[config.mk]
export PLATFORM = sky130hd
export DESIGN_NAME = demux_scheduler
export DESIGN_NICKNAME = d
export VERILOG_FILES = /design/src/rtl/demux_scheduler.sv
export SDC_FILE = /design/constraint.sdc
export NUM_CORES = 1
export LEC_CHECK = 0
export CELL_PAD_IN_SITES_DETAIL_PLACEMENT = 1
export CELL_PAD_IN_SITES_GLOBAL_PLACEMENT = 1
export CORE_MARGIN = 10
export CORE_UTILIZATION = 40
export DETAILED_ROUTE_END_ITERATION = 8
export PLACE_DENSITY_LB_ADDON = 0.1
export SETUP_SLACK_MARGIN = 0.2
export SLEW_MARGIN = 10
export SYNTH_ARGS = -nofsm -noshare
export SYNTH_HDL_FRONTEND = slang
export SYNTH_SLANG_ARGS = --single-unit
[constraint.sdc]
create_clock -name clk -period 9.6 [get_ports clk]
set_clock_uncertainty 0.2 [all_clocks]
set_input_delay 2.4 -clock clk [delete_from_list [all_inputs] [get_ports clk]]
set_output_delay 2.4 -clock clk [all_outputs]
set_load 0.01 [all_outputs]
[src/rtl/demux_scheduler.sv]
// One-entry holding stage that steers each accepted word to a single output lane,
// chosen round-robin or by the word's destination field, with delivery count and stall flag.
module demux_scheduler #(
    parameter int WIDTH      = 8,
    parameter int NUM_OUT    = 4,
    parameter int STALL_MAX  = 15,
    localparam int SELW      = $clog2(NUM_OUT)
) (
    input  logic                       clk,
    input  logic                       reset,
    input  logic                       in_valid,
    output logic                       in_ready,
    input  logic [WIDTH-1:0]           in_data,
    input  logic [SELW-1:0]            in_dest,
    input  logic                       rr_mode,
    output logic [NUM_OUT-1:0]         out_valid,
    input  logic [NUM_OUT-1:0]         out_ready,
    output logic [NUM_OUT*WIDTH-1:0]   out_data,
    output logic [SELW-1:0]            sel,
    output logic [15:0]                word_cnt,
    output logic                       stall
);

    localparam logic [0:0] IDLE = 1'b0;
    localparam logic [0:0] HOLD = 1'b1;

    logic [0:0]      state_p0;
    logic            tgt_rr_p0;
    logic [SELW-1:0] rr_ptr_p0;
    logic [7:0]      stall_cnt_p0;

    logic            xfer;
    logic            capture;
    logic [SELW-1:0] rr_next;
    logic [SELW-1:0] tgt_next;

    function automatic logic [7:0] sat_inc(input logic [7:0] c);
        sat_inc = (c == 8'hFF) ? c : c + 8'd1;
    endfunction

    function automatic logic [NUM_OUT-1:0] lane_onehot(input logic [SELW-1:0] idx);
        logic [NUM_OUT-1:0] v;
        v      = '0;
        v[idx] = 1'b1;
        return v;
    endfunction

    function automatic logic [NUM_OUT*WIDTH-1:0] lane_place(input logic [SELW-1:0] idx,
                                                            input logic [WIDTH-1:0] d);
        logic [NUM_OUT*WIDTH-1:0] r;
        r = '0;
        r[int'(idx)*WIDTH +: WIDTH] = d;
        return r;
    endfunction

    // in_ready follows the target lane's ready combinationally so a full buffer
    // can hand off and refill in the same cycle.
    always_comb begin
        xfer     = (state_p0 == HOLD) && out_ready[sel];
        in_ready = (state_p0 == IDLE) || xfer;
        capture  = in_valid && in_ready;
        rr_next  = (xfer && tgt_rr_p0) ? sel + SELW'(1) : rr_ptr_p0;
        tgt_next = rr_mode ? rr_next : in_dest;
    end

    // p0: holding register, lane outputs and bookkeeping
    always_ff @(posedge clk) begin
        if (reset) begin
            state_p0     <= IDLE;
            sel          <= '0;
            tgt_rr_p0    <= 1'b0;
            rr_ptr_p0    <= '0;
            word_cnt     <= '0;
            stall_cnt_p0 <= '0;
            stall        <= 1'b0;
            out_valid    <= '0;
            out_data     <= '0;
        end else begin
            rr_ptr_p0 <= rr_next;

            if (capture) begin
                state_p0  <= HOLD;
                sel       <= tgt_next;
                tgt_rr_p0 <= rr_mode;
                out_valid <= lane_onehot(tgt_next);
                out_data  <= lane_place(tgt_next, in_data);
            end else if (xfer) begin
                state_p0  <= IDLE;
                sel       <= '0;
                tgt_rr_p0 <= 1'b0;
                out_valid <= '0;
                out_data  <= '0;
            end

            // A refill without a hand-off never clears the stall state.
            if (xfer) begin
                word_cnt     <= word_cnt + 16'd1;
                stall_cnt_p0 <= '0;
                stall        <= 1'b0;
            end else if (state_p0 == HOLD) begin
                stall_cnt_p0 <= sat_inc(stall_cnt_p0);
                if (int'(stall_cnt_p0) >= STALL_MAX) stall <= 1'b1;
            end
        end
    end

endmodule

== Yosys cells after proc, flatten, opt, wreduce, memory -nomap -nowiden ==
Cells that the tools add are included.
Storage, ports and cells
  register bits after elaboration: 67
  bits of input ports: 18
  output and inout port bits: 56
  word-level logic and storage cells: 47
Operators by class
  $add $sub $neg: 4
  order comparisons: 4
  equality and inequality tests: 1
  shift operators: 2
  muxes and demuxes: 15
  bitwise gates (word level): 3
  reductions and logical operators: 9
Operators by type and width (count)
  $mux W32: 2
  $neg A5 Y33: 1
  $shift A8 B33 Y32 const A: 1
  $shiftx A8 B33 Y32: 1
  $and A32 B32 Y32: 1
  $add A16 B1 Y16 const B: 1
  $add A8 B1 Y8 const B: 1
  $eq A8 B8 Y1 const B: 1
  $ge A8 B4 Y1 const B: 1
  $mux W2: 4
  $mux W4: 2
  $lt A2 B3 Y1 const B: 2
  $mux W1: 5
  $logic_and A1 B1 Y1: 4
  $reduce_and A2 Y1: 2
  $add A2 B1 Y2 const B: 1
  $bmux W1 S2: 1
  $demux W1 S2: 1
  $ge A2 B1 Y1 const B: 1
  $not A1 Y1: 2
  $reduce_bool A2 Y1: 1
  $reduce_or A2 Y1: 1
  $logic_or A1 B1 Y1: 1

== Longest topological paths before layout ==
  word-level depth: 11
  depth in mapped cells: 12
  gate-level depth less buffers: 9

== Worst setup path before layout ==
No wires, ideal clock.
  path type: in2out
  from: input port out_ready[3]
  to: output port in_ready
  arrival: 3052 ps
  data required time: 7000 ps
  path slack: 3948 ps
  cell stages on the path: 2
  cell sequence: mux4_2 nand2b_4
On the way
  cells in the longest elaborated chain, start to end: 4
Ends and longest elaborated chain
  start, declared: line 17  | input logic [NUM_OUT-1:0] out_ready,
  $bmux W1 S2: line 59  | xfer = (state_p0 == HOLD) && out_ready[sel];
  $mux W1 (not written as such): line 59
  $logic_and A1 B1 Y1: line 59
  $logic_or A1 B1 Y1: line 60  | in_ready = (state_p0 == IDLE) || xfer;
  end, declared: line 12  | output logic in_ready,
Every way passes these cells. The select of a mux whose other input is x is not followed.

== Worst setup path after layout ==
Ends and elaborated chain as after synthesis.

==> impl_metrics.json <==
{
  "combPwrFrac_pct": 10.6,
  "crit_slowest_cell": "mux4_2",
  "syn_area_mm2": 0.00308,
  "n_fill_cell": 848,
  "total_leakage_power_nw": 1.40,
  "switching_power_w": 0.000153,
  "yosysSeqAreaShare_pct": 43.6,
  "drv_slew": 0,
  "rsz0062_at_grt": "no",
  "grt_pass1_wl_mm": 15.0,
  "die_area_mm2": 0.0116,
  "timing.setup.tns_ps": 0,
  "drive_gt1_share_pct": 9.74,
  "first_pass_iters": 4,
  "cap_violations": 0,
  "placed_cells": 473,
  "nets": 410,
  "io_buffers": 73,
  "finalNonFillerCells": 489,
  "insertion_delay_ps": 350,
  "setup_viol": 0,
  "synth_cells": 318,
  "cp_max_fo": 3,
  "hold_viol_final": 0,
  "internal_power_w": 0.000407,
  "die_x_um": 108,
  "end_kind": "primary output",
  "hp-class": "reg -> reg",
  "slew_headroom_pct": 32.3,
  "async_reset_ff_share_pct": 0,
  "drt_iter0_drc": 138,
  "startpoint_type": "input pin",
  "swShare_pct": 27.3,
  "final_cell_mix": "73 x clkdlybuf4s50_1, 67 x dfxtp_1, 25 x nor2_1",
  "synth_fp_nets": 343,
  "grt-ovfl-total": 0,
  "syn_area_per_cell_um2": 9.67,
  "worstMarginPinSlew_ps": 1020,
  "synth-edff-count": 0,
  "num_vias": 2722,
  "yosysUniqueCellTypes": 49,
  "routedWlPerCell_um": 18.6,
  "io_pins": 74,
  "synth.area.top_cells": "dfxtp_1 44%, a32o_1 5.2%, o2bb2ai_1 4.8%, mux2_2 4.4%, nor2b_1 4.1%",
  "finalWorstPathRequiredPeriod_ps": 6650,
  "die_h_um": 108,
  "drc": 0,
  "synth_ff_type": "dfxtp_1",
  "via_per_inst": 5.57,
  "cp_data_required_time_ps": 7000,
  "cts_resized": 0,
  "status": "finished clean",
  "syn_to_final_growth_pct": 31.0,
  "fmax_mhz": 150,
  "critPathMaxStageDelay_ps": 530,
  "grt_max_degree": 45,
  "synth_top_area_share_pct": 43.6,
  "post-dp-hpwl_mm": 6.60,
  "gp_congestion": 0.791,
  "cts_hold_buf": 0,
  "period_share_pct": 69.2,
  "diodes": 0,
  "antenna_found_initial": 0,
  "clock_tree.root_cell": "clkbuf_8",
  "p_per_area_mw_per_mm2": 139,
  "synth_top_area_cell": "dfxtp_1",
  "cts_sinks": 67,
  "worstPathArrival_ps": 4050,
  "pwr-share-clk_pct": 38.0,
  "num_rows": 31,
  "cts-buffers-inserted": 9,
  "peakVddDrop_mv": 0.0784,
  "ant_nets": 0,
  "layout_commonest_cell": "clkdlybuf4s50_1",
  "seq_power_share_pct": 51.3,
  "clockBufferDepth": 2,
  "crit_top_cell": "clkdlybuf4s50_1",
  "path_clk_slew_ps": 70,
  "path_cells": "clkdlybuf4s50_1 -> mux4_2 -> nand2b_4 -> clkdlybuf4s50_1",
  "routed_wirelength_mm": 9.07,
  "core-area_mm2": 0.00737,
  "yosys_warnings": 0,
  "htreeDepth": 3,
  "cts_tree": "done",
  "critPathKind": "in -> out",
  "start_util_pct": 41.7,
  "post_cts_buffers": 0,
  "synth-seq-cells": 67,
  "grtUsageTotal_pct": 15.9,
  "grt_pass1_vias": 2855
}
==> power by group through the flow <==
stage / Clock, W / Sequential, W / Combinational [W]
floorplan: 0 / 0.000292 / 0.0000368
global placement: 0 / 0.000293 / 0.0000579
detailed placement: 0 / 0.000294 / 0.0000596
CTS: 0.000219 / 0.000287 / 0.0000598
global route: 0.000232 / 0.000288 / 0.0000648
finish: 0.000213 / 0.000287 / 0.0000596
==> stage by stage <==
stage / utilization (%) / power, W / area [um^2] / worst slack, ps / hold slack, ps
6_report: 54.7 / 0.000560 / 4030 / 2950 / 267
3_3_place_gp: 52.3 / 0.000351 / 3850 / 2990 / 246
5_1_grt: 54.7 / 0.000584 / 4030 / 2900 / 289
4_1_cts: 54.7 / 0.000566 / 4030 / 2950 / 271
2_1_floorplan: - / 0.000329 / 3080 / 3950 / 264
3_5_place_dp: 52.3 / 0.000353 / 3850 / 2950 / 249
==> logic make-up after synthesis <==
logic type | Yosys count | synth area share (%)
buffers and inverters | 30 | 4.60
flip-flops | 67 | 43.6
AND/OR/NAND/NOR | 116 | 20.8
XOR/XNOR | 4 | 1.14
multiplexers | 20 | 7.40
AO/OA/AOI/OAI | 74 | 19.6
adder cells (fa/ha/maj) | 7 | 2.85
==> sequential cells by signal (all words and copies together), names as in the netlist <==
register and cells:
stall_cnt_p0 8, out_valid 4, state_p0 1, word_cnt 16, tgt_rr_p0 1, stall 1, out_data 32, sel 2
rr_ptr_p0 2
==> critical path: cells and delay by family <==
| kind | cells | cell delay (ps) |
|---|---|---|
| buf+inv | 2 | 940 |
| simple gates | 1 | 170 |
| mux | 1 | 530 |
==> metal layers <==
| layer | wire [um] | GRT usage (%) | part of all wire, % |
|---|---|---|---|
| met1 | 4120 | 19.0 | 45 |
| met2 | 4240 | 25.5 | 47 |
| met3 | 562 | 5.63 | 6.2 |
| met4 | 153 | 6.39 | 1.7 |
| met5 | 0 | 0 | 0 |
==> Yosys cell counts, types with 2 or more instances <==
cell type and instances:
o2bb2ai_1 17, nor4_1 6, dfxtp_1 67, a22oi_1 5
nand3_1 8, mux2_2 12, a32o_1 16, and4_1 3
xor2_1 4, inv_1 11, nand2_1 20, nor2_1 25
or3_1 5, o21ai_0 4, clkbuf_1 5, mux2i_1 7
buf_6 2, buf_2 8, a21oi_1 12, nor2b_1 20
buf_1 3, ha_1 7, nor3b_1 2, or4_1 5
nand4_1 11, o31ai_1 8, nor3_1 3
==> layout make-up <==
| type | count | area [um^2] | area share, % |
|---|---|---|---|
| inverters | 11 | 41.3 | 1.02 |
| clock buffers | 10 | 138 | 3.42 |
| multi-input cells | 221 | 1600 | 39.7 |
| repair buffers | 75 | 746 | 18.5 |
| flip-flops and latches | 67 | 1340 | 33.3 |
| well taps | 99 | 124 | 3.07 |
| clock inverters | 6 | 41.3 | 1.02 |
==> final timing paths <==
path                          endpoint  slack (ps)                       from  cells after the start
min          out_data[21]$_SDFFE_PP0P_         270  out_data[21]$_SDFFE_PP0P_                      1
max                           in_ready        2950               out_ready[3]                      4
min reg2reg  out_data[21]$_SDFFE_PP0P_         270  out_data[21]$_SDFFE_PP0P_                      1
max reg2reg  out_data[10]$_SDFFE_PP0P_        5670        sel[0]$_SDFFE_PP0P_                      8
Note: power is estimated with default switching activity, not from simulation.
